[config.mk]
export PLATFORM = sky130hd
export DESIGN_NAME = b2d_seq_converter
export DESIGN_NICKNAME = d
export VERILOG_FILES = /design/src/rtl/b2d_pkg.sv /design/src/rtl/b2d_dabble_step.sv /design/src/rtl/b2d_seq_converter.sv
export SDC_FILE = /design/constraint.sdc
export NUM_CORES = 1
export LEC_CHECK = 0
export CAP_MARGIN = 25
export CORE_MARGIN = 3
export CORE_UTILIZATION = 35
export DETAILED_ROUTE_END_ITERATION = 6
export GPL_TIMING_DRIVEN = 0
export PLACE_DENSITY_LB_ADDON = 0.12
export SKIP_LAST_GASP = 1
export SYNTH_ARGS = -nofsm -noshare
export SYNTH_HDL_FRONTEND = slang
export SYNTH_SLANG_ARGS = --single-unit
[constraint.sdc]
create_clock -name clk -period 2.65 [get_ports clk]
set_input_delay 0.53 -clock clk [delete_from_list [all_inputs] [get_ports clk]]
set_output_delay 0.53 -clock clk [all_outputs]
set_load 0.02 [all_outputs]
[src/rtl/b2d_pkg.sv]
// b2d_pkg: shared FSM states and double-dabble constants for the BCD converter
package b2d_pkg;
  typedef enum logic [1:0] {IDLE, SHIFT, DONE} state_t;
  localparam int BCD_W = 4;
  localparam int DABBLE_THRESH = 5;
  localparam int DABBLE_ADJ = 3;
endpackage

[src/rtl/b2d_dabble_step.sv]
// b2d_dabble_step: one combinational shift-and-add-3 iteration over {digits, binary}; cur_i in, nxt_o shifted result, carry_o bit leaving the top digit
module b2d_dabble_step
  import b2d_pkg::*;
#(
  parameter int WIDTH  = 16,
  parameter int DIGITS = 5
) (
  input  logic [DIGITS*BCD_W+WIDTH-1:0] cur_i,
  output logic [DIGITS*BCD_W+WIDTH-1:0] nxt_o,
  output logic                          carry_o
);
  logic [DIGITS*BCD_W+WIDTH-1:0] adj;
  always_comb begin
    adj = cur_i;
    for (int j = 0; j < DIGITS; j++)
      adj[WIDTH+j*BCD_W +: BCD_W] = cur_i[WIDTH+j*BCD_W +: BCD_W] >= BCD_W'(DABBLE_THRESH) ?
                                    cur_i[WIDTH+j*BCD_W +: BCD_W] + BCD_W'(DABBLE_ADJ) :
                                    cur_i[WIDTH+j*BCD_W +: BCD_W];
  end
  assign nxt_o   = {adj[DIGITS*BCD_W+WIDTH-2:0], 1'b0};
  assign carry_o = adj[DIGITS*BCD_W+WIDTH-1];
endmodule

[src/rtl/b2d_seq_converter.sv]
// b2d_seq_converter: sequential binary-to-BCD converter; in_valid/in_ready/in_bin/in_signed operand handshake, out_valid/out_ready result handshake with out_bcd, out_neg, out_ovf, out_blank
module b2d_seq_converter
  import b2d_pkg::*;
#(
  parameter int WIDTH  = 16,
  parameter int DIGITS = 5
) (
  input  logic                      clk,
  input  logic                      rst,
  input  logic                      in_valid,
  output logic                      in_ready,
  input  logic [WIDTH-1:0]          in_bin,
  input  logic                      in_signed,
  output logic                      out_valid,
  input  logic                      out_ready,
  output logic [DIGITS*BCD_W-1:0]   out_bcd,
  output logic                      out_neg,
  output logic                      out_ovf,
  output logic [DIGITS-1:0]         out_blank
);
  localparam int CW = $clog2(WIDTH+1);
  localparam int RW = DIGITS*BCD_W+WIDTH;
  state_t                    state_q;
  logic [CW-1:0]             cnt_q;
  logic [RW-1:0]             sr_q, sr_d;
  logic                      neg_q, ovf_q, carry_d, neg_d;
  logic [WIDTH-1:0]          mag_d;
  logic [DIGITS*BCD_W-1:0]   bcd_d, out_bcd_q;
  logic [DIGITS-1:0]         blank_d, out_blank_q;
  logic                      out_neg_q, out_ovf_q;
  b2d_dabble_step #(.WIDTH(WIDTH), .DIGITS(DIGITS)) u_step (
    .cur_i  (sr_q),
    .nxt_o  (sr_d),
    .carry_o(carry_d)
  );
  assign neg_d = in_signed & in_bin[WIDTH-1];
  assign mag_d = neg_d ? ~in_bin + 1'b1 : in_bin;
  assign bcd_d = sr_d[RW-1:WIDTH];
  // a digit is blank when it and every more significant digit are zero
  always_comb begin
    blank_d = '0;
    for (int j = 1; j < DIGITS; j++)
      blank_d[j] = (bcd_d >> (j*BCD_W)) == '0;
  end
  always_ff @(posedge clk or posedge rst)
    if (rst) begin
      state_q     <= IDLE;
      cnt_q       <= '0;
      sr_q        <= '0;
      neg_q       <= 1'b0;
      ovf_q       <= 1'b0;
      out_bcd_q   <= '0;
      out_neg_q   <= 1'b0;
      out_ovf_q   <= 1'b0;
      out_blank_q <= '0;
    end else
      case (state_q)
        IDLE: if (in_valid) begin
          state_q <= SHIFT;
          cnt_q   <= '0;
          sr_q    <= {{DIGITS*BCD_W{1'b0}}, mag_d};
          neg_q   <= neg_d;
          ovf_q   <= 1'b0;
        end
        SHIFT: begin
          sr_q  <= sr_d;
          cnt_q <= cnt_q + 1'b1;
          ovf_q <= ovf_q | carry_d;
          if (cnt_q == CW'(WIDTH-1)) begin
            state_q     <= DONE;
            out_bcd_q   <= bcd_d;
            out_neg_q   <= neg_q;
            out_ovf_q   <= ovf_q | carry_d;
            out_blank_q <= blank_d;
          end
        end
        DONE: if (out_ready) state_q <= IDLE;
        default: state_q <= IDLE;
      endcase
  assign in_ready  = state_q == IDLE;
  assign out_valid = state_q == DONE;
  assign out_bcd   = out_bcd_q;
  assign out_neg   = out_neg_q;
  assign out_ovf   = out_ovf_q;
  assign out_blank = out_blank_q;
endmodule

## Yosys cells after proc, flatten, opt, wreduce, memory -nomap -nowiden

Cells that the tools add are included.

- Reduce and logical (&&, ||, !) cells: 10
- Muxes and demuxes: 16
- Bitwise operators: 3
- Eq/ne operators: 6
- $add $sub $neg: 7
- $lt $le $gt $ge: 5

Operators by type and width:

| cell | count |
|---|---|
| zero test 20 bit | 4 |
| case mux 36 bit (2 select lines) | 1 |
| 2-to-1 mux 36 bit | 1 |
| adder 4 x 2 -> 4 bit (second input constant) | 5 |
| >= comparator 4 x 3 -> 1 bit (second input constant) | 5 |
| 2-to-1 mux 4 bit | 5 |
| adder 16 x 1 -> 16 bit (second input constant) | 1 |
| 2-to-1 mux 16 bit | 1 |
| inverter 16 bit | 1 |
| case mux 5 bit (2 select lines) | 1 |
| 2-to-1 mux 2 bit | 3 |
| case mux 2 bit (3 select lines) | 1 |
| AND reduction 2 bit | 3 |
| adder 5 x 1 -> 5 bit (second input constant) | 1 |
| == test 5 x 4 -> 1 bit (second input constant) | 1 |
| 2-to-1 mux 5 bit | 1 |
| inequality test 2 bit (second input constant) | 2 |
| AND reduction 3 bit | 1 |
| == test 2 x 1 -> 1 bit (second input constant) | 1 |
| == test 2 bit (second input constant) | 1 |
| zero test 2 bit | 1 |
| inequality test 2 x 1 -> 1 bit (second input constant) | 1 |
| case mux 1 bit (2 select lines) | 1 |
| nonzero test 2 bit | 1 |
| 3 further kinds | 3 |

- Bits in registers: 71
- Bits of input ports: 21
- Output and inout port bits: 29
- Logic and storage cells: 56

## Depth between registers and ports, before layout

- Word-level depth: 5
- Depth in mapped cells: 7
- Gate-level depth less buffers: 7

## Cells and area by module

From an unflattened synthesis, not the netlist that was laid out.

- Cells, all modules: 413
- Area total of the unflattened synthesis: 3842.4 um^2

By module, submodules not included:

| module | instances | cells each | area each (um^2) |
|---|---|---|---|
| b2d_seq_converter | 1 | 315 | 3204.3 |
| b2d_dabble_step | 1 | 98 | 638.1 |

## Worst setup path before layout

No wires, ideal clock.

- Path kind: flip-flop to flip-flop
- Start: register sr_q[32]
- End: register out_blank_q[1] (netlist: out_blank[1])
- Buffers on the path: 0
- Setup slack: 875 ps
- Setup time: 95 ps
- Stages on the path, launching flop included: 8
- Period minus slack after synthesis: 1775 ps
- Data arrival time: 1680 ps
- Cells stage by stage: dfrtp_1 -> inv_1 -> ha_1 -> nand2b_1 -> a21oi_1 -> mux2i_1 -> nand4_1 -> o31ai_1

- Longest elaborated chain between the ends: 3

Ends and longest elaborated chain:

| what | line | RTL |
|---|---|---|
| from (decl) | b2d_seq_converter.sv:25 | `logic [RW-1:0] sr_q, sr_d;` |
| from (signal assigned) | b2d_seq_converter.sv:61 | `sr_q <= {{DIGITS*BCD_W{1'b0}}, mag_d};` |
| from (signal assigned) | b2d_seq_converter.sv:66 | `sr_q <= sr_d;` |
| adder 4 x 2 -> 4 bit or >= comparator 4 x 3 -> 1 bit (tied branches) | b2d_dabble_step.sv:17, b2d_dabble_step.sv:16 |  |
| 2-to-1 mux 4 bit * | b2d_dabble_step.sv:16 | `adj[WIDTH+j*BCD_W +: BCD_W] = cur_i[WIDTH+j*BCD_W +: BCD_W] >= BCD_W'(DABBLE_THRESH) ?` |
| zero test 20 bit * | b2d_seq_converter.sv:43 | `blank_d[j] = (bcd_d >> (j*BCD_W)) == '0;` |
| to (signal assigned) | b2d_seq_converter.sv:74 | `out_blank_q <= blank_d;` |
| to (decl) | b2d_seq_converter.sv:29 | `logic [DIGITS-1:0] blank_d, out_blank_q;` |

Every way passes the cells marked *; elsewhere a longest branch is shown, timed or not.
A chain may end at the register's enable or synchronous reset.

## Worst setup path in the final report

- Start: register cnt_q[0]
- End: register out_bcd_q[9] (netlist: out_bcd[9])

- Longest elaborated chain between the ends: 2

Ends and longest elaborated chain:

| what | line | RTL |
|---|---|---|
| from (decl) | b2d_seq_converter.sv:24 | `logic [CW-1:0] cnt_q;` |
| from (signal assigned) | b2d_seq_converter.sv:67 | `cnt_q <= cnt_q + 1'b1;` |
| == test 5 x 4 -> 1 bit | b2d_seq_converter.sv:69 | `if (cnt_q == CW'(WIDTH-1)) begin` |
| AND reduction 2 bit (no line) | n/a |  |
| to (signal assigned) | b2d_seq_converter.sv:52 | `out_bcd_q <= '0;` |
| to (signal assigned) | b2d_seq_converter.sv:71 | `out_bcd_q <= bcd_d;` |
| to (decl) | b2d_seq_converter.sv:28 | `logic [DIGITS*BCD_W-1:0] bcd_d, out_bcd_q;` |

Every way passes these cells.

==> results.tsv <==
stage	metric	value	unit
global_routing	first-pass GRT wire length	15190	um
floorplanning	Die ar.	11610	um^2
detailed_routing	ratio of routed vias to standard cells	5.174	
cts	CTS Root Cell	clkbuf_8	
detailed_routing	initial DRC count	130	
floorplanning	Die H	107.8	um
placed_design	DP HPWL	6642	um
sta	Max-slew headroom	52.09	%
sta	period utilization	88.56	%
synthesis	Netlist cell types	42	
floorplanning	Initial Util	36.58	%
worst_setup_path	Critical Path AT	2.54	ns
final_layout	Finished Core Util	45.11	%
sta	max frequency	0.4261	GHz
cts	H-Tree Depth	3	
run_status	status	completed	
final_layout	area occupied by multi-input gates	1710	um^2
final_layout	fin nets	482	
placed_design	GPL Wtd Cong	0.7650	
cts	CTS tree	built	
detailed_routing	1st-pass router iterations	4	
placed_design	post-placement cell count	569	
final_layout	Non-Filler Instances	585	
cts	Clock Sinks	71	
global_routing	initial antenna violation count	0	
synthesis	Area contributors post-synth	dfrtp_1 (49%), o21ai_0 (8.8%), nand2_1 (5.2%), ha_1 (4.5%), a21oi_1 (3.2%)	
detailed_routing	final WL	8957	um
run	maxcap violations	0	
global_routing	gr ovfl total	0	
synthesis	Syn Nets	421	
floorplanning	I/O pins	50	
pwr	static leakage	1.874	nW
detailed_routing	DR WL/cell	15.31	um
synthesis	ys async rst share	100.0	%
sta	final setup TNS	0	ns
synthesis	Cells after Synth	387	
pwr	PD cells	1123	nW/um^2
cts	post-CTS resize count	0	
worst_setup_path	startpoint type of the worst setup path	flop	
synthesis	top cell type's share of synthesized area	49.02	%
cts	Clock transition at path regs	0.07	ns
sta	worst slew pin tran	0.7160	ns
synthesis	Ys Warns	0	
sta	RSZ-0062 raised after global routing	false	
cts	CTS Hold Buffers Added	0	
worst_setup_path	CP endpoint kind	flop	
final_layout	Antenna diodes	0	
cts	number of CTS-inserted buffers	9	
final_layout	register area	1777	um^2
global_routing	largest net degree at the start of global routing	54	
sta	final worst path period need	2.347	ns
sta	Hold Worst Slack	0.4762	ns
sta	Final setup viols	0	
floorplanning	std cell rows	36	
sta	max-slew violation count	0	
final_layout	layout cell share with drive strength beyond 1	6.416	%
floorplanning	Die X-Extent	107.8	um
sta	Worst Skew	0.01118	ns
detailed_routing	via count	3027	
synthesis	mapped cell area	3625	um^2
worst_setup_path	CP Class	reg -> reg	
final_layout	Area growth syn-to-layout	23.33	%
cts	setup bufs post-CTS	0	
synthesis	Yosys reg bits	71	
detailed_routing	antenna-violating nets left	0	
hold_path	HP Class	in -> async	
placed_design	Port Buffers	48	
synthesis	Avg Cell Area, Syn	9.366	um^2
cts	largest buffer count on any clock path	2	
detailed_routing	Residual DRC	0	
worst_setup_path	maximum fanout along the worst path	10	
sta	Fin. Hold Viols	0	
pwr	maximum vdd drop	0.4095	mV
final_layout	# fillers	995	
cts	Skew-Pair Late Insertion Delay	0.34	ns
synthesis	Main synth FF type	dfrtp_1	
global_routing	vias in the first global route	3092	
worst_setup_path	WP data required	2.85	ns
synthesis	number of synthesized flops with an enable pin	0	
floorplanning	Core ar.	9910	um^2
global_routing	GRT Total Usage	16.73	%
synthesis	part of the Yosys area used for sequential elements	49.02	%
synthesis	Yosys top cell by area	dfrtp_1	
[path summary, 6_finish.rpt]
| kind | to | from | cells after the start | slack [ns] |
|---|---|---|---|---|
| max reg2reg | out_bcd[9] | cnt_q[0] | 6 | 0.30 |
| min reg2reg | out_bcd[19] | out_bcd[19] | 2 | 0.48 |
| min in group clk | out_bcd[19] | out_bcd[19] | 2 | 0.48 |
| min | out_bcd[18] | rst | 2 | 0.48 |
| max | out_bcd[9] | cnt_q[0] | 6 | 0.30 |
| max in group asynchronous | cnt_q[2] | rst | 3 | 1.63 |
[where the power goes]
part	internal (W)	switching, W
combinational	0.00103	0.00136
clock	0.000355	0.000387
sequential	0.00155	0.000337
[layout by cell type (no fill, tap or decap), types with 6 or more instances in the layout]
cell type        count
a21oi_1             23
a22oi_1             10
clkbuf_1            16
clkbuf_8            10
clkdlybuf4s50_1     48
dfrtp_1             71
ha_1                13
inv_1               16
mux2_2               6
nand2_1             50
nand3_1             19
nor2_1              13
nor3b_1              7
o21ai_0             64
o31ai_1              9
xnor2_1             10
xor2_1               8
[area by class of cell]
type	instances	area share (%)
multi-input cells	281	38.26
well taps	133	3.722
inverters	17	1.483
clock inverters	4	0.5038
plain buffers	18	1.651
repair buffers	50	11.47
clock buffers	11	3.163
flip-flops and latches	71	39.74
[Yosys cell counts, drive strengths merged (2+ instances only)]
library cell / n
dfrtp: 71
o21ai: 66
nand2: 50
a21oi: 23
nand3: 19
inv: 17
clkbuf: 15
ha: 13
nor2: 13
a22oi: 10
xnor2: 10
o31ai: 9
xor2: 8
nor3b: 7
mux2: 6
nand2b: 5
nor3: 5
o22ai: 4
a32o: 3
buf: 3
mux2i: 3
nand4: 3
nor2b: 3
a31oi: 2
and2: 2
and3: 2
nand3b: 2
o41ai: 2
[cell families after synthesis]
family | after synthesis | share of synthesized area [%]
AOI/OAI and AO/OA | 125 | 19.92
and+or+nand+nor | 115 | 15.64
DFF | 71 | 49.02
buffers and inverters | 35 | 3.797
xor gates and xnor gates | 18 | 4.349
adders and majority gates | 13 | 4.488
muxes | 9 | 2.692
other | 1 | 0.1035
[state kept, by name, summed over array words and instances (netlist names)]
name and cells:
out_bcd 20, neg_q 1, ovf_q 1, sr_q 36, state_q 2, out_ovf 1, out_neg 1, cnt_q 5
out_blank 4
[worst max-delay path, cell delays in order (launching register included)]
cell	delay, ns
dfrtp_1	0.41
ha_1	0.23
and3_1	0.18
ha_1	0.25
nand2_1	0.43
clkbuf_1	0.50
o21ai_0	0.19
[per-stage QoR]
stage	instance area [um^2]	power, W	setup WS, ns
final	4471	0.005019	0.3032
after global placement	4272	0.004243	-1.027
after detailed placement	4302	0.004315	0.2183
after global routing	4471	0.005507	0.1370
after floorplan	3625	0.003464	0.3234
after CTS	4466	0.005079	0.2825
[layer usage]
layer | track usage (%) | wire length, um | up-vias
met3 | 3.539 | 387 | 11
met1 | 22.57 | 4202 | 1468
met2 | 26.69 | 4220 | 61
met4 | 5.591 | 147 | 0
met5 | 0 | 0 | -
li1 | - | - | 1487
(Power assumes the default switching activity.)
